===== src/rtl/mul_sequencer_if.sv =====
// Host-side handshake bundle for the sequenced multiplier: start/operands in,
// product/flags/status out.
interface mul_sequencer_if #(
   parameter int WIDTH = 8
);
   logic             start;
   logic [WIDTH-1:0] a_in;
   logic [WIDTH-1:0] b_in;
   logic [WIDTH-1:0] product;
   logic             ovf;
   logic             busy;
   logic             done;

   modport master (
      output start, a_in, b_in,
      input  product, ovf, busy, done
   );

   modport slave (
      input  start, a_in, b_in,
      output product, ovf, busy, done
   );
endinterface


===== src/rtl/mul_sequencer.sv =====
// Multiply by repeated addition: one shared add/subtract ALU alternates between
// accumulating the product and decrementing the iteration counter.
module mul_sequencer #(
   parameter int WIDTH = 8
) (
   input  logic          clk,
   input  logic          reset,
   mul_sequencer_if.slave bus
);

   typedef enum logic [2:0] {
      S_IDLE,
      S_TEST,
      S_ADD,
      S_DEC,
      S_DONE
   } state_t;

   state_t           state_reg;
   logic [WIDTH-1:0] x_reg;
   logic [WIDTH-1:0] cnt_reg;
   logic [WIDTH-1:0] p_reg;
   logic             ovf_reg;
   logic             busy_reg;
   logic             done_reg;

   logic             alu_sub;
   logic [WIDTH-1:0] alu_a;
   logic [WIDTH-1:0] alu_b;
   logic [WIDTH:0]   alu_sum;
   logic [WIDTH-1:0] alu_result;
   logic             alu_carry;

   // Operand mux: (P,X) for accumulation, (CNT,1) for the decrement step.
   always_comb begin
      alu_sub = (state_reg == S_DEC);
      alu_a   = p_reg;
      alu_b   = x_reg;
      if (alu_sub) begin
         alu_a = cnt_reg;
         alu_b = WIDTH'(1);
      end
   end

   // Two's-complement subtract: invert B and inject a carry-in.
   assign alu_sum    = {1'b0, alu_a} + {1'b0, alu_b ^ {WIDTH{alu_sub}}} + (WIDTH+1)'(alu_sub);
   assign alu_result = alu_sum[WIDTH-1:0];
   assign alu_carry  = alu_sum[WIDTH];

   always_ff @(posedge clk) begin
      if (reset) begin
         state_reg <= S_IDLE;
         x_reg     <= '0;
         cnt_reg   <= '0;
         p_reg     <= '0;
         ovf_reg   <= 1'b0;
         busy_reg  <= 1'b0;
         done_reg  <= 1'b0;
      end else begin
         done_reg <= 1'b0;
         case (state_reg)
            S_IDLE: begin
               if (bus.start) begin
                  x_reg     <= bus.a_in;
                  cnt_reg   <= bus.b_in;
                  p_reg     <= '0;
                  ovf_reg   <= 1'b0;
                  busy_reg  <= 1'b1;
                  state_reg <= S_TEST;
               end
            end
            S_TEST: begin
               if (cnt_reg == '0) begin
                  done_reg  <= 1'b1;
                  state_reg <= S_DONE;
               end else begin
                  state_reg <= S_ADD;
               end
            end
            S_ADD: begin
               p_reg     <= alu_result;
               ovf_reg   <= ovf_reg | alu_carry;
               state_reg <= S_DEC;
            end
            S_DEC: begin
               cnt_reg   <= alu_result;
               state_reg <= S_TEST;
            end
            S_DONE: begin
               busy_reg  <= 1'b0;
               state_reg <= S_IDLE;
            end
            default: begin
               busy_reg  <= 1'b0;
               state_reg <= S_IDLE;
            end
         endcase
      end
   end

   assign bus.product = p_reg;
   assign bus.ovf     = ovf_reg;
   assign bus.busy    = busy_reg;
   assign bus.done    = done_reg;

endmodule

===== src/flat_wrapper.sv =====
// flat-port wrapper written by rule: the top's interface ports become plain ports
module mul_sequencer_flat 
#(
   parameter int WIDTH = 8
)
  (clk, reset, bus_start, bus_a_in, bus_b_in, bus_product, bus_ovf, bus_busy, bus_done);
  mul_sequencer_if #(.WIDTH(WIDTH)) bus_i ();
  input  logic clk;
  input  logic reset;
  input wire logic [$bits(bus_i.start)-1:0] bus_start;
  input wire logic [$bits(bus_i.a_in)-1:0] bus_a_in;
  input wire logic [$bits(bus_i.b_in)-1:0] bus_b_in;
  output wire logic [$bits(bus_i.product)-1:0] bus_product;
  output wire logic [$bits(bus_i.ovf)-1:0] bus_ovf;
  output wire logic [$bits(bus_i.busy)-1:0] bus_busy;
  output wire logic [$bits(bus_i.done)-1:0] bus_done;
  assign bus_i.start = bus_start;
  assign bus_i.a_in = bus_a_in;
  assign bus_i.b_in = bus_b_in;
  assign bus_product = bus_i.product;
  assign bus_ovf = bus_i.ovf;
  assign bus_busy = bus_i.busy;
  assign bus_done = bus_i.done;
  mul_sequencer #(.WIDTH(WIDTH)) u_core (.clk(clk), .reset(reset), .bus(bus_i));
endmodule

===== config.mk =====
export PLATFORM = sky130hd
export DESIGN_NAME = mul_sequencer_flat
export DESIGN_NICKNAME = d
export VERILOG_FILES = /design/src/rtl/mul_sequencer_if.sv /design/src/rtl/mul_sequencer.sv /design/src/flat_wrapper.sv
export SDC_FILE = /design/constraint.sdc
export NUM_CORES = 1
export LEC_CHECK = 0
export ABC_AREA = 1
export CORE_MARGIN = 8
export CORE_UTILIZATION = 40
export DETAILED_ROUTE_END_ITERATION = 10
export DONT_BUFFER_PORTS = 1
export PLACE_DENSITY = 0.51
export SETUP_SLACK_MARGIN = 0.02
export SLEW_MARGIN = 20
export SYNTH_ARGS = -nofsm -noshare
export SYNTH_HDL_FRONTEND = slang
export SYNTH_SLANG_ARGS = --single-unit

===== constraint.sdc =====
create_clock -name clk -period 3.8 [get_ports clk]
set_input_delay 0.38 -clock clk [delete_from_list [all_inputs] [get_ports clk]]
set_output_delay 0.38 -clock clk [all_outputs]
set_load 0.02 [all_outputs]

**After elaboration in Yosys (flattened, before gate mapping)**

Index checks and enable logic that the tools add are counted.
Widths: inputs -> output; s select.

- Muxes and demuxes: 14
- $lt $le $gt $ge: 0
- $mul: 0
- Equality and inequality tests: 4
- Divide/modulo/power cells: 0
- Add/sub/neg operators: 2
- Reductions and logical operators: 10
- Bitwise logic cells: 4
- Shift-type cells: 0

Operators with widths:

| cell | count |
|---|---|
| $mux 8 | 4 |
| $pmux 8 s2 | 2 |
| $pmux 3 s4 | 1 |
| $add 8x8->9 | 1 |
| $add 9x1->9 | 1 |
| $logic_not 8->1 | 1 |
| $reduce_and 2->1 | 4 |
| $xor 8x8->8 | 1 |
| $eq 3x2->1 const B | 2 |
| $mux 3 | 2 |
| $pmux 1 s2 | 2 |
| $reduce_bool 2->1 | 2 |
| $eq 3x1->1 const B | 1 |
| $logic_not 3->1 | 1 |
| $mux 1 | 3 |
| $reduce_or 3->1 | 1 |
| $ne 2x2->1 const B | 1 |
| $not 1->1 | 2 |
| $reduce_or 2->1 | 1 |
| $or 1x1->1 | 1 |

- RAM bits: 0
- Memory bits (read-only): 0
- Output and inout bits: 11
- Bits in latches: 0
- Memories kept: 0
- Word-level logic and storage cells: 41
- Input port bits: 19
- Register bits: 30

**Longest topological paths before layout**

Gate-level depths: netlist (run 1).

- Depth after elaboration: 7
- Depth in mapped cells: 16
- Depth with buffers taken out: 15

**Worst setup path before layout (run 1)**

Ideal clock, no wire load.

- Path kind: register to register
- Start point: register u_core.state_reg[2]
- End point: register u_core.cnt_reg[6]
- Required time: 3.685 ns
- Stages on the path, launching flop included: 16
- Data arrival time: 2.184 ns
- Path buffers: 1
- Slack: 1.500 ns
- Setup time: 0.115 ns
- Period minus slack after synthesis: 2.300 ns
- Cells stage by stage: dfxtp_1 -> inv_1 -> nand3_2 -> clkbuf_1 -> nand2_1 -> o21ai_0 -> inv_1 -> fa_1 -> o21ai_1 -> nand2_1 -> nand2_1 -> nand2_1 -> nand3_1 -> nand2_1 -> o21ai_0 -> inv_1

- Cells in the longest elaborated chain, start to end: 6
- Elaborated cells between the ends (all ways): 11
- Classes of those cells: add/sub: 2; eq/ne: 2; mux: 3; bitwise: 1; reduce/logical: 3

RTL lines:

| what | line | RTL |
|---|---|---|
| start, declared | mul_sequencer.sv:19 | `state_t state_reg;` |
| start signal, assigned | mul_sequencer.sv:52 | `state_reg <= S_IDLE;` |
| start signal, assigned | mul_sequencer.sv:69 | `state_reg <= S_TEST;` |
| start signal, assigned | mul_sequencer.sv:75 | `state_reg <= S_DONE;` |
| $eq 3x2->1 | mul_sequencer.sv:36, mul_sequencer.sv:61 |  |
| $mux 8 | mul_sequencer.sv:39 | `if (alu_sub) begin` |
| $xor 8x8->8 | mul_sequencer.sv:46 | `assign alu_sum = {1'b0, alu_a} + {1'b0, alu_b ^ {WIDTH{alu_sub}}} + (WIDTH+1)'(alu_sub);` |
| $add 8x8->9 | mul_sequencer.sv:46 |  |
| $add 9x1->9 | mul_sequencer.sv:46 |  |
| $pmux 8 s2 | mul_sequencer.sv:61 | `case (state_reg)` |
| end signal, assigned | mul_sequencer.sv:65 | `cnt_reg <= bus.b_in;` |
| end signal, assigned | mul_sequencer.sv:86 | `cnt_reg <= alu_result;` |
| end, declared | mul_sequencer.sv:21 | `logic [WIDTH-1:0] cnt_reg;` |

Parallel ways exist; a longest one is shown, timed or not.
A chain may end at the register's enable or synchronous reset.

**Final worst setup path (run 1)**

- Start point: register u_core.state_reg[0]
- End point: register u_core.cnt_reg[6]

Same word-level chain as after synthesis.

==> results of run 1 <==
-- power by group through the flow --
stage                     logic (uW)  clock network [uW]  registers (uW)
after CTS                        152                 272             368
after global routing             173                 290             372
final                            151                 266             368
after detailed placement         151                   0             375
after floorplan                  123                   0             369
after global placement           150                   0             375
-- metrics by stage --
step | area, sq um | setup WS [ps]
after global placement | 1670 | 1190
after global routing | 1760 | 728
after CTS | 1760 | 1070
after detailed placement | 1670 | 1100
after floorplan | 1640 | 1500
final | 1760 | 1080
-- worst max-delay path: stages, from the launching register on --
cell	delay, ps
dfxtp_1	470
nand3_2	440
o21ai_0	380
inv_1	100
fa_1	450
o21ai_1	260
nand2_1	80
nand2_1	60
nand2_1	60
nand3_1	70
nand2_1	70
o21ai_0	130
inv_1	50
-- cells by family after synthesis --
kind of cell | count (synthesis) | share of synthesized area, %
and+or+nand+nor | 108 | 29.3
AOI/OAI and AO/OA | 54 | 17.9
buffers and inverters | 34 | 8.02
DFF | 30 | 36.7
adders and majority gates | 8 | 6.57
xor gates and xnor gates | 3 | 1.60
-- path summary, 6_finish.rpt --
path	startpoint	to
max	u_core.state_reg[0]$_SDFFE_PP0P_	u_core.cnt_reg[6]$_SDFFE_PP0P_
min	reset	u_core.cnt_reg[7]$_SDFFE_PP0P_
max reg2reg	u_core.state_reg[0]$_SDFFE_PP0P_	u_core.cnt_reg[6]$_SDFFE_PP0P_
min reg2reg	u_core.x_reg[5]$_SDFFE_PP0P_	u_core.x_reg[5]$_SDFFE_PP0P_
-- layer usage --
| layer | GRT usage, % | part of all wire [%] | up-vias |
|---|---|---|---|
| met5 | 0 | 0 | - |
| met4 | 4.73 | 1.2 | 0 |
| met3 | 7.32 | 8.6 | 7 |
| met2 | 20.5 | 42 | 51 |
| met1 | 17.5 | 48 | 671 |
| li1 | - | - | 780 |
-- synth_stat cells, drive strengths merged --
library cell  count
nand2            78
inv              26
nor3              5
a31oi             4
xnor2             1
o21ai            20
a211oi            1
fa                1
o311ai            2
clkbuf            5
xor2              2
nand3            14
a21oi            26
nand4             1
nor4              2
or2               2
nor2              6
buf               3
dfxtp            30
ha                7
a221oi            1
-- area by class of cell --
type | instances | area [sq um]
Clock buffer | 7 | 86.3
Clock inverter | 1 | 5.00
Fill cell | 427 | 2210
Inverter | 26 | 97.6
Multi-Input combinational cell | 173 | 906
Sequential cell | 30 | 601
Tap cell | 50 | 62.6
==> impl_results.md, run 1 <==
- Num rows: 23
- Input/output buffers: 0
- Pwr Total: 786 uW
- Max-Cap Viols: 0
- Syn_area_per_cell: 6.91 sq um
- Rel. slew slack: 52.0%
- Die Span Y: 80.0 um
- Area growth from synthesis to final layout: 7.33%
- Inst Count DP: 279
- CTS tree: yes
- Synth warn: 0
- Slew @ Worst Pin: 717 ps
- Seq pwr share: 46.9%
- Unrepaired setup endpoints after global routing: false
- Post-route core utilization: 44.3%
- Via-per-instance ratio: 5.26
- Max IR drop VDD: 0.162 mV
- Leak: 0.000755 uW
- Share of the synthesized area in the top cell type: 36.7%
- Required @ worst endpoint: 3970 ps
- Cell-internal power: 537 uW
- CP Max Fanout: 25
- Htree depth: 2
- # hold bufs at CTS: 0
- Switch Pwr: 249 uW
- Routed vias: 1,509
- Status: completed
- Initial Util: 41.2%
- WP data arrival: 2900 ps
- Die Area: 6400 sq um
- Hold_ws: 152 ps
- Commonest non-fill, non-tap cell in the layout: nand2_1
- Clk network pwr share: 33.9%
- Syn Inst Count: 237
- Initial DRC count: 99
- I/O pin count: 30
- Dpl hpwl: 3300 um
- TNS Setup: 0 ps
- Setup Buffers After CTS: 0
- ANT nets after route: 0
- WL final: 4340 um
- Vias in the first global route: 1,430
- Non-Filler Instances: 287
- Area leader, netlist: dfxtp_1
- Die Wd: 80.0 um
- Logic pwr share: 19.2%
- FF-to-FF path depth: 12
- Reg clk slew, reported paths: 70 ps
- Grt ovf: 0
- Crit share post-route: 71.7%
- Synth cell types: 28
- Drt drc: 0
- Antenna violations before repair: 0
- Sw Share: 31.6%
- All-Layer GR Usage: 14.2%
- Max clock buf depth: 2
- Syn Std Cell Area: 1640 sq um
- CTS Buf Count: 5
- Startpoint Class: flip-flop
- Power Density: 447 nW/um^2
- Clk sink count: 30
- Yosys reg bits: 30
- Achievable frequency: 0.367 GHz
- Setup violators final: 0
- Worst hold-check path type: input pin to flip-flop
- Post-Syn Nets: 264
- Final hold vios: 0
- Final Critical Period: 2720 ps
- Fin. max-slew vios: 0
- Root Buffer: clkbuf_8
- Core area: 3970 sq um
- Skew-Pair Late Insertion Delay: 280 ps
- Post-synthesis sequential area ratio: 36.7%
- CP Class: flip-flop to flip-flop
- Share of layout cells above drive strength 1: 8.86%
- Ant diodes: 0
- DR WL/cell: 15.1 um
- Flop-to-flop setup slack: 1080 ps
- CP Capture Type: flip-flop
- Most frequent cells in the layout: nand2_1 (73), dfxtp_1 (30), inv_1 (25), a21oi_1 (25), o21ai_0 (19)
- DRT Pass-1 Iters: 4
- Synth area leaders: dfxtp_1 (37%), nand2_1 (17%), a21oi_1 (7.6%), o21ai_0 (5.8%), inv_1 (5.7%)
- Gp weighted congestion: 0.855
- Worst Hold Depth: 1
- First-pass GRT wire length: 7020 um
- Final nets: 263
- Largest net degree at the start of global routing: 26
- Post-CTS resize count: 0
- Skew final: 7.27 ps
Power figures use the tool's default switching activity.
==> inputs of run 2 (changes only) <==
==> constraint.sdc (replaced) <==
create_clock -name clk -period 2.8 [get_ports clk]
set_input_delay 0.28 -clock clk [delete_from_list [all_inputs] [get_ports clk]]
set_output_delay 0.28 -clock clk [all_outputs]
set_load 0.02 [all_outputs]
==> run 2 against run 1 <==
Net effect:
- worst setup slack got worse by 620 ps
- final area increased by 1.5%
- first-iteration DRC count increased by 17%
- hold slack got worse by 110 ps
- global-route usage increased by 0.19 points
- routed wire length increased by 1.8%
==> impl_results.md, run 2 (synthesis gave the netlist of run 1 again) <==
- Antenna violations before repair: 0 (unchanged)
- CP delay by family, top: compound AO/OA/AOI/OAI gates (was simple AND/OR/NAND/NOR gates)
- Clk sink count: 30 (unchanged)
- Gp weighted congestion: 0.847 (was 0.855)
- Htree depth: 2 (unchanged)
- CP bufs+invs: 3 (was 2)
- Status: completed (unchanged)
- CTS Buf Count: 5 (unchanged)
- Most frequent cells in the layout: nand2_1 (73), dfxtp_1 (30), inv_1 (25), a21oi_1 (25), o21ai_0 (19) (unchanged)
- Initial DRC count: 116 (was 99)
- WP data arrival: 2570 ps (was 2900 ps)
- Dpl hpwl: 3260 um (was 3300 um)
- DR WL/cell: 15.2 um (was 15.1 um)
- Final Critical Period: 2350 ps (was 2720 ps)
- CP Class: flip-flop to flip-flop (unchanged)
- TNS Setup: 0 ps (unchanged)
- CTS tree: yes (unchanged)
- Max IR drop VDD: 0.304 mV (was 0.162 mV)
- Skew-Pair Late Insertion Delay: 290 ps (was 280 ps)
- Post-CTS resize count: 0 (unchanged)
- Max-Cap Viols: 0 (unchanged)
- CP Max Fanout: 21 (was 25)
- Ant diodes: 0 (unchanged)
- Die Wd: 80.0 um (unchanged)
- Required @ worst endpoint: 3030 ps (was 3970 ps)
- Die Span Y: 80.0 um (unchanged)
- Startpoint Class: flip-flop (unchanged)
- Initial Util: 41.2% (unchanged)
- CP Capture Type: flip-flop (unchanged)
- Vias in the first global route: 1,432 (was 1,430)
- Share of layout cells above drive strength 1: 10.4% (was 8.86%)
- All-Layer GR Usage: 14.3% (was 14.2%)
- Final hold vios: 0 (unchanged)
- Input/output buffers: 0 (unchanged)
- Reg clk slew, reported paths: 70 ps (about the same)
- Area growth from synthesis to final layout: 8.94% (was 7.33%)
- Final nets: 266 (was 263)
- Fin. max-slew vios: 0 (unchanged)
- # hold bufs at CTS: 0 (unchanged)
- Rel. slew slack: 70.0% (was 52.0%)
- WL final: 4410 um (was 4340 um)
- CP cell instances: inv_1 -> nand3_2 -> buf_4 -> nand2_1 -> o21ai_0 -> ha_1 -> inv_1 -> o21ai_0 -> a31oi_1 -> nand3_1 -> nand3_1 -> nand2_1 -> a21oi_2 (was nand3_2 -> o21ai_0 -> inv_1 -> fa_1 -> o21ai_1 -> nand2_1 -> nand2_1 -> nand2_1 -> nand3_1 -> nand2_1 -> o21ai_0 -> inv_1)
- Commonest non-fill, non-tap cell in the layout: nand2_1 (unchanged)
- Skew final: 8.96 ps (was 7.27 ps)
- Leak: 0.000768 uW (was 0.000755 uW)
- Power Density: 608 nW/um^2 (was 447 nW/um^2)
- Worst hold-check path type: input pin to flip-flop (unchanged)
- Slowest CP cell: dfxtp_1 (unchanged)
- Grt ovf: 0 (unchanged)
- Die Area: 6400 sq um (unchanged)
- Slew @ Worst Pin: 445 ps (was 717 ps)
- I/O pin count: 30 (unchanged)
- Hold_ws: 45.1 ps (was 152 ps)
- Setup Buffers After CTS: 0 (unchanged)
- CP max stage delay: 350 ps (was 470 ps)
- Crit share post-route: 83.8% (was 71.7%)
- Num rows: 23 (unchanged)
- ANT nets after route: 0 (unchanged)
- Largest net degree at the start of global routing: 22 (was 26)
- Flop-to-flop setup slack: 450 ps (was 1080 ps)
- First-pass GRT wire length: 7070 um (was 7020 um)
- Routed vias: 1,540 (was 1,509)
- Max clock buf depth: 2 (unchanged)
- DRT Pass-1 Iters: 4 (unchanged)
- Core area: 3970 sq um (unchanged)
- Setup violators final: 0 (unchanged)
- Root Buffer: clkbuf_8 (unchanged)
- Unrepaired setup endpoints after global routing: false (unchanged)
- Drt drc: 0 (unchanged)
- Achievable frequency: 0.426 GHz (was 0.367 GHz)
- Via-per-instance ratio: 5.31 (was 5.26)
run 2: cell count changes in the layout (fill, tap and decap cells not counted):
cell	change
buf_4	+3
clkbuf_1	-1
clkinvlp_4	+1
run 2: layout make-up:
class	instances	area, sq um
fillers	428	2190
multi-input cells	173	906
flip-flops and latches	30	601
inverters	26	97.6
clock buffers	6	82.6
well taps	50	62.6
repair buffers	3	22.5
clock inverters	2	12.5
run 2: worst paths after layout:
check                              startpoint                            endpoint  depth (start not counted)
max reg2reg  u_core.state_reg[2]$_SDFFE_PP0P_      u_core.cnt_reg[7]$_SDFFE_PP0P_                         13
max          u_core.state_reg[2]$_SDFFE_PP0P_      u_core.cnt_reg[7]$_SDFFE_PP0P_                         13
min                                     reset  u_core.bus.product[7]$_SDFFE_PP0P_                          1
min reg2reg      u_core.x_reg[4]$_SDFFE_PP0P_        u_core.x_reg[4]$_SDFFE_PP0P_                          2
run 2: power by group:
part           switching (uW)  internal (uW)  total [uW]
Clock                     176            197         374
Sequential               34.9            466         501
Combinational             141           69.5         210
Total                     352            733        1080
run 2: stage by stage:
stage,instance area [sq um],setup slack [ps],std cells,utilization [%],power (uW)
after floorplan,1640,500,237,-,668
after global placement,1690,571,282,42.5,715
after detailed placement,1690,509,282,42.5,720
after CTS,1780,485,290,44.9,1100
after global routing,1780,267,290,44.9,1150
final,1780,453,290,44.9,1080
run 2: per-layer routing:
metal	GRT usage (%)	part of all wire (%)
met4	6.18	1.7
met3	6.19	9.2
met5	0	0
met2	20.5	42
met1	18.1	47
run 2: worst register-to-register path, stage by stage (launching register included):
cell and delay (ps):
dfxtp_1 350, inv_1 160, nand3_2 140, buf_4 240, nand2_1 70, o21ai_0 80, ha_1 320, inv_1 140
o21ai_0 120, a31oi_1 250, nand3_1 140, nand3_1 110, nand2_1 60, a21oi_2 100
==> inputs of run 3 (changes only) <==
--- a/config.mk
+++ b/config.mk
@@ -10,7 +10,7 @@
 export CORE_UTILIZATION = 40
 export DETAILED_ROUTE_END_ITERATION = 10
 export DONT_BUFFER_PORTS = 1
-export PLACE_DENSITY = 0.51
+export PLACE_DENSITY = 0.53
 export SETUP_SLACK_MARGIN = 0.02
 export SLEW_MARGIN = 20
 export SYNTH_ARGS = -nofsm -noshare
==> constraint.sdc (replaced) <==
create_clock -name clk -period 1.9 [get_ports clk]
set_input_delay 0.19 -clock clk [delete_from_list [all_inputs] [get_ports clk]]
set_output_delay 0.19 -clock clk [all_outputs]
set_load 0.02 [all_outputs]
==> run 3 against run 2 <==
Net effect:
- via count up 13%
- non-clock buffer count is 44 higher
- highest routed layer unchanged
- the run now ends with negative hold slack, negative setup slack left
- final area increased by 36%
==> impl_results.md, run 3 (synthesis gave the netlist of run 1 again) <==
- Status: complete, but fails checks (was completed)
- Violated checks: negative hold slack, negative setup slack
- Num rows: 23 (unchanged)
- Fin. max-slew vios: 0 (unchanged)
- Sw Share: 32.2% (was 32.4%)
- Clk sink count: 30 (unchanged)
- Post-layout instance area: 2430 sq um (was 1780 sq um)
- Ant diodes: 0 (unchanged)
- DR WL/cell: 15.8 um (was 15.2 um)
- Reg2reg start: u_core.state_reg[1]$_SDFFE_PP0P_ (was u_core.state_reg[2]$_SDFFE_PP0P_)
- Die Wd: 80.0 um (unchanged)
- Min-delay src: reset (unchanged)
- Largest net degree at the start of global routing: 20 (was 22)
- Final hold vios: 16 (was 0)
- Commonest non-fill, non-tap cell in the layout: nand2_1 (unchanged)
- Skew final: 14.0 ps (was 8.96 ps)
- Clk network pwr share: 34.2% (was 34.5%)
- Startpoint Class: flip-flop (unchanged)
- Antenna violations before repair: 0 (unchanged)
- Sequential cell area: 609 sq um (was 601 sq um)
- Via-per-instance ratio: 5.16 (was 5.31)
- Flop-to-flop setup slack: -90 ps (was 450 ps)
- Power Density: 790 nW/um^2 (was 608 nW/um^2)
- Skew-Pair Late Insertion Delay: 300 ps (was 290 ps)
- Max IR drop VDD: 0.426 mV (was 0.304 mV)
- CP Capture Type: flip-flop (unchanged)
- Initial DRC count: 71 (was 116)
- Htree depth: 2 (unchanged)
- Seq pwr share: 38.3% (was 46.2%)
- Rel. slew slack: 70.4% (was 70.0%)
- Switch Pwr: 617 uW (was 352 uW)
- Grt ovf: 0 (unchanged)
- Core area: 3970 sq um (unchanged)
- Area growth from synthesis to final layout: 48.3% (was 8.94%)
- Cell-internal power: 1300 uW (was 733 uW)
- Final Critical Period: 1990 ps (was 2350 ps)
- Input/output buffers: 0 (unchanged)
- Die Area: 6400 sq um (unchanged)
- Dpl cell area: 1930 sq um (was 1690 sq um)
- Most frequent cells in the layout: nand2_1 (64), buf_4 (43), dfxtp_1 (27), a21oi_1 (22), inv_1 (20) (was nand2_1 (73), dfxtp_1 (30), inv_1 (25), a21oi_1 (25), o21ai_0 (19))
- Worst hold-check path type: input pin to flip-flop (unchanged)
- Slew @ Worst Pin: 438 ps (was 445 ps)
- Die Span Y: 80.0 um (unchanged)
- Initial Util: 41.2% (unchanged)
- Crit share post-route: 105% (was 83.8%)
- First-pass GRT wire length: 8220 um (was 7070 um)
- CP Class: flip-flop to flip-flop (unchanged)
- Setup ws final: -92.9 ps (was 453 ps)
- Leak: 0.00105 uW (was 0.000768 uW)
- Fill count: 370 (was 428)
- Reg clk slew, reported paths: 80 ps (was 70 ps)
- Max clock buf depth: 2 (unchanged)
- Achievable frequency: 0.502 GHz (was 0.426 GHz)
- I/O pin count: 30 (unchanged)
- Gp weighted congestion: 0.853 (was 0.847)
- WL final: 5310 um (was 4410 um)
- Drt drc: 0 (unchanged)
- Post-route core utilization: 61.2% (was 44.9%)
- WP data arrival: 2170 ps (was 2570 ps)
- Multi-input gate area: 1180 sq um (was 906 sq um)
- Root Buffer: clkbuf_8 (unchanged)
- CP Max Fanout: 7 (was 21)
- All-Layer GR Usage: 16.5% (was 14.3%)
- DRT Pass-1 Iters: 7 (was 4)
- Setup crit start: u_core.state_reg[1]$_SDFFE_PP0P_ (was u_core.state_reg[2]$_SDFFE_PP0P_)
- CTS Buf Count: 5 (unchanged)
- Share of layout cells above drive strength 1: 38.8% (was 10.4%)
- Dpl hpwl: 3500 um (was 3260 um)
- Hold_ws: -56.6 ps (was 45.1 ps)
- Vias in the first global route: 1,717 (was 1,432)
- Setup violators final: 7 (was 0)
- Routed vias: 1,735 (was 1,540)
- Logic pwr share: 27.5% (was 19.4%)
- ANT nets after route: 0 (unchanged)
- Required @ worst endpoint: 2080 ps (was 3030 ps)
- Final nets: 312 (was 266)
- Max-Cap Viols: 0 (unchanged)
- CTS tree: yes (unchanged)
- Unrepaired setup endpoints after global routing: true (was false)
==> run 3: cell type report <==
| type | count | share of cell area [%] |
|---|---|---|
| Clock inverter | 3 | 1.65 |
| Clock buffer | 5 | 2.83 |
| Tap cell | 50 | 2.58 |
| Sequential cell | 30 | 25.1 |
| Timing Repair Buffer | 47 | 15.1 |
| Inverter | 26 | 4.22 |
| Multi-Input combinational cell | 175 | 48.5 |
==> run 3: stage by stage <==
step / total power (uW) / setup TNS [ps] / cells / setup WS, ps
after floorplan: 1000 / -9.78 / 237 / -9.78
after global placement: 1140 / -333 / 310 / -106
after detailed placement: 1140 / -638 / 310 / -121
after CTS: 1850 / -506 / 328 / -76.2
after global routing: 2020 / -1770 / 336 / -178
final: 1920 / -215 / 336 / -92.9
==> run 3: final timing paths <==
kind / endpoint / cells past startpoint
max: u_core.bus.ovf$_SDFFE_PP0P_ / 11
min: u_core.cnt_reg[7]$_SDFFE_PP0P_ / 1
max reg2reg: u_core.bus.ovf$_SDFFE_PP0P_ / 11
min reg2reg: u_core.x_reg[3]$_SDFFE_PP0P_ / 2
==> run 3: power groups by stage <==
stage	registers [uW]	clock network [uW]	logic, uW
6_report	735	656	527
4_1_cts	734	665	449
3_5_place_dp	742	0	396
3_3_place_gp	743	0	397
2_1_floorplan	742	0	258
5_1_grt	745	688	584
==> run 3: routing by layer <==
layer	global-route usage (%)	wire length [um]	up-vias
li1	-	-	881
met1	19.1	2420	803
met2	26.8	2470	37
met3	5.18	268	14
met4	8.00	158	0
met5	0	0	-
==> run 3: timing repair <==
action | CTS | global route
pin swaps | 9 | 15
buffers inserted | 9 | 7
gates resized for setup | 20 | 38
gates cloned | 1 | 1
hold endpoints to repair | 16 | 16
endpoints found under the setup margin | 12 | 21
==> run 3: critical path, cell delays in order (launching register included) <==
cell and delay [ps]:
dfxtp_4 400, nand3_4 170, buf_6 180, nand2_1 110, ha_4 240, a21oi_4 150, o21ai_4 80, buf_4 130
nand2_1 80, o311ai_2 110, o21ai_1 160, a21oi_1 80
==> RTL change, RTL diff (flow settings as in run 2) <==
Re-encode `state_t` (5 states) as Gray code, 3 bits wide.
--- a/src/rtl/mul_sequencer.sv
+++ b/src/rtl/mul_sequencer.sv
@@ -11,7 +11,7 @@
    typedef enum logic [2:0] {
-      S_IDLE,
-      S_TEST,
-      S_ADD,
-      S_DEC,
-      S_DONE
+      S_IDLE = 3'b000,
+      S_TEST = 3'b001,
+      S_ADD  = 3'b011,
+      S_DEC  = 3'b010,
+      S_DONE = 3'b110
    } state_t;
Function: same outputs for any inputs over 10 cycles, from zero or initial values and one cycle with reset high; not proved beyond that.
==> RTL change against run 2 <==
Power is 3.4% higher; wire length is 0.95% lower; global-route usage is 0.086 points higher; sequential cell count stayed put; area after synthesis is 1.1% higher; worst setup slack worse by 0.15 ns; clock skew is 0.0023 ns lower; cell area is 0.70% lower; critical endpoint is now u_core.bus.product[6]; largest power group unchanged.
==> RTL change: results (changes against run 2) <==
INFO  metric ff2ff_setup_slack = 0.31 ns (was 0.45 ns)
INFO  metric run_status = complete, no violations (unchanged)
INFO  metric holdPathEnd = u_core.cnt_reg[7] (was u_core.bus.product[7])
INFO  metric dp_worst_setup_slack = 0.319 ns (was 0.509 ns)
INFO  metric ys_top_cells_by_count = sky130_fd_sc_hd__nand2_1 (77), sky130_fd_sc_hd__dfxtp_1 (30), sky130_fd_sc_hd__inv_1 (27) (was sky130_fd_sc_hd__nand2_1 (73), sky130_fd_sc_hd__dfxtp_1 (30), sky130_fd_sc_hd__a21oi_1 (25), sky130_fd_sc_hd__inv_1 (25), sky130_fd_sc_hd__o21ai_0 (19))
INFO  metric largest_net_degree_at_the_start_of_global_routing = 18 (was 22)
INFO  metric worst_ep_arrival_time = 2.71 ns (was 2.57 ns)
INFO  metric synth.top_cells.by_area = sky130_fd_sc_hd__dfxtp_1 (36%), sky130_fd_sc_hd__nand2_1 (17%), sky130_fd_sc_hd__a21oi_1 (7.6%), sky130_fd_sc_hd__inv_1 (6.1%), sky130_fd_sc_hd__ha_1 (5.3%) (was sky130_fd_sc_hd__dfxtp_1 (37%), sky130_fd_sc_hd__nand2_1 (17%), sky130_fd_sc_hd__a21oi_1 (7.6%), sky130_fd_sc_hd__o21ai_0 (5.8%), sky130_fd_sc_hd__inv_1 (5.7%))
INFO  metric synth-seq-area-share = 0.363 (was 0.367)
INFO  metric finalClockSkew = 0.00668 ns (was 0.00896 ns)
INFO  metric gp_congestion = 0.852 (was 0.847)
INFO  metric drt-wirelength-per-cell = 15.0 um (was 15.2 um)
INFO  metric ff2ff_path_depth = 12 (was 13)
INFO  metric grt_pass1_vias = 1380 (was 1432)
INFO  metric path_delay_family = simple AND/OR/NAND/NOR gates (was compound AO/OA/AOI/OAI gates)
INFO  metric max-vdd-ir-drop = 0.332 mV (was 0.304 mV)
INFO  metric critical_r2r_capture = u_core.bus.product[6] (was u_core.cnt_reg[7])
INFO  metric hpwlAfterDp = 3.29 mm (was 3.26 mm)
INFO  metric leakage_power_summed_over_all_cells = 0.776 nW (was 0.768 nW)
INFO  metric critPathMaxStageDelay = 0.48 ns (was 0.35 ns)
INFO  metric critical_path.slowest_cell = sky130_fd_sc_hd__fa_1 (was sky130_fd_sc_hd__dfxtp_1)
INFO  metric netlist-cell-type-count = 29 (was 28)
INFO  metric first_pass_grt_wire_length = 7.06 mm (was 7.07 mm)
INFO  metric num-nets-final = 269 (was 266)
INFO  metric grt.total_usage = 0.144 (was 0.143)
INFO  metric final_layout_size_suffix_gt1_frac = 0.0868 (was 0.104)
INFO  metric max_slew.worst_pin.slew = 0.483 ns (was 0.445 ns)
INFO  metric drt_iter0_drc = 109 (was 116)
## RTL change: worst max path at each step
| stage | to | startpoint |
|---|---|---|
| 4_1_cts | u_core.bus.product[6] | u_core.state_reg[2] |
| 2_1_floorplan | u_core.bus.product[6] | u_core.state_reg[2] |
| 6_report | u_core.bus.product[6] | u_core.state_reg[2] |
| 3_5_place_dp | u_core.bus.product[6] | u_core.state_reg[2] |
| 3_3_place_gp | u_core.bus.product[6] | u_core.state_reg[2] |
| 5_1_grt | u_core.bus.product[6] | u_core.state_reg[2] |
## RTL change: per-layer routing
layer,part of all wire,track usage,vias up
met5,0,0,-
met4,0.011,0.0382,0
met3,0.066,0.0592,5
met2,0.45,0.225,30
met1,0.47,0.178,659
li1,-,-,782
## RTL change: power by group
part	switching [mW]	internal (mW)
logic	0.195	0.0942
registers	0.0337	0.469
clock network	0.158	0.171
total	0.387	0.734
## RTL change: per-stage QoR
stage | power [mW] | cells | cell area, um^2
5_1_grt | 1.20 | 292 | 1770
3_3_place_gp | 0.807 | 285 | 1700
6_report | 1.12 | 292 | 1770
2_1_floorplan | 0.736 | 241 | 1660
3_5_place_dp | 0.803 | 285 | 1700
4_1_cts | 1.13 | 292 | 1770
## RTL change: worst register-to-register path: cells and delay by family (launching register included)
family | cells | cell delay (ns)
AO/OA/AOI/OAI | 2 | 0.41
adder cells (fa/ha/maj) | 1 | 0.48
buffers and inverters | 1 | 0.28
flip-flops | 1 | 0.38
AND/OR/NAND/NOR | 8 | 0.88
## RTL change: cell type report
cell class	count	area (um^2)
timing repair buffer	2	15.0
clock buffer	7	76.3
multi-input combinational	172	901
inverter	31	116
fill	418	2230
sequential	30	601
tap	50	62.6
## RTL change: cells by family (layout without fill, tap and decap cells)
kind of cell             count (synthesis)  in the layout  synth area share
flip-flops                              30             30             0.363
AND/OR/NAND/NOR                        109            109             0.292
XOR/XNOR                                 3              3            0.0159
AO/OA/AOI/OAI                           52             52             0.172
buffers and inverters                   39             40            0.0930
adder cells (fa/ha/maj)                  8              8            0.0650
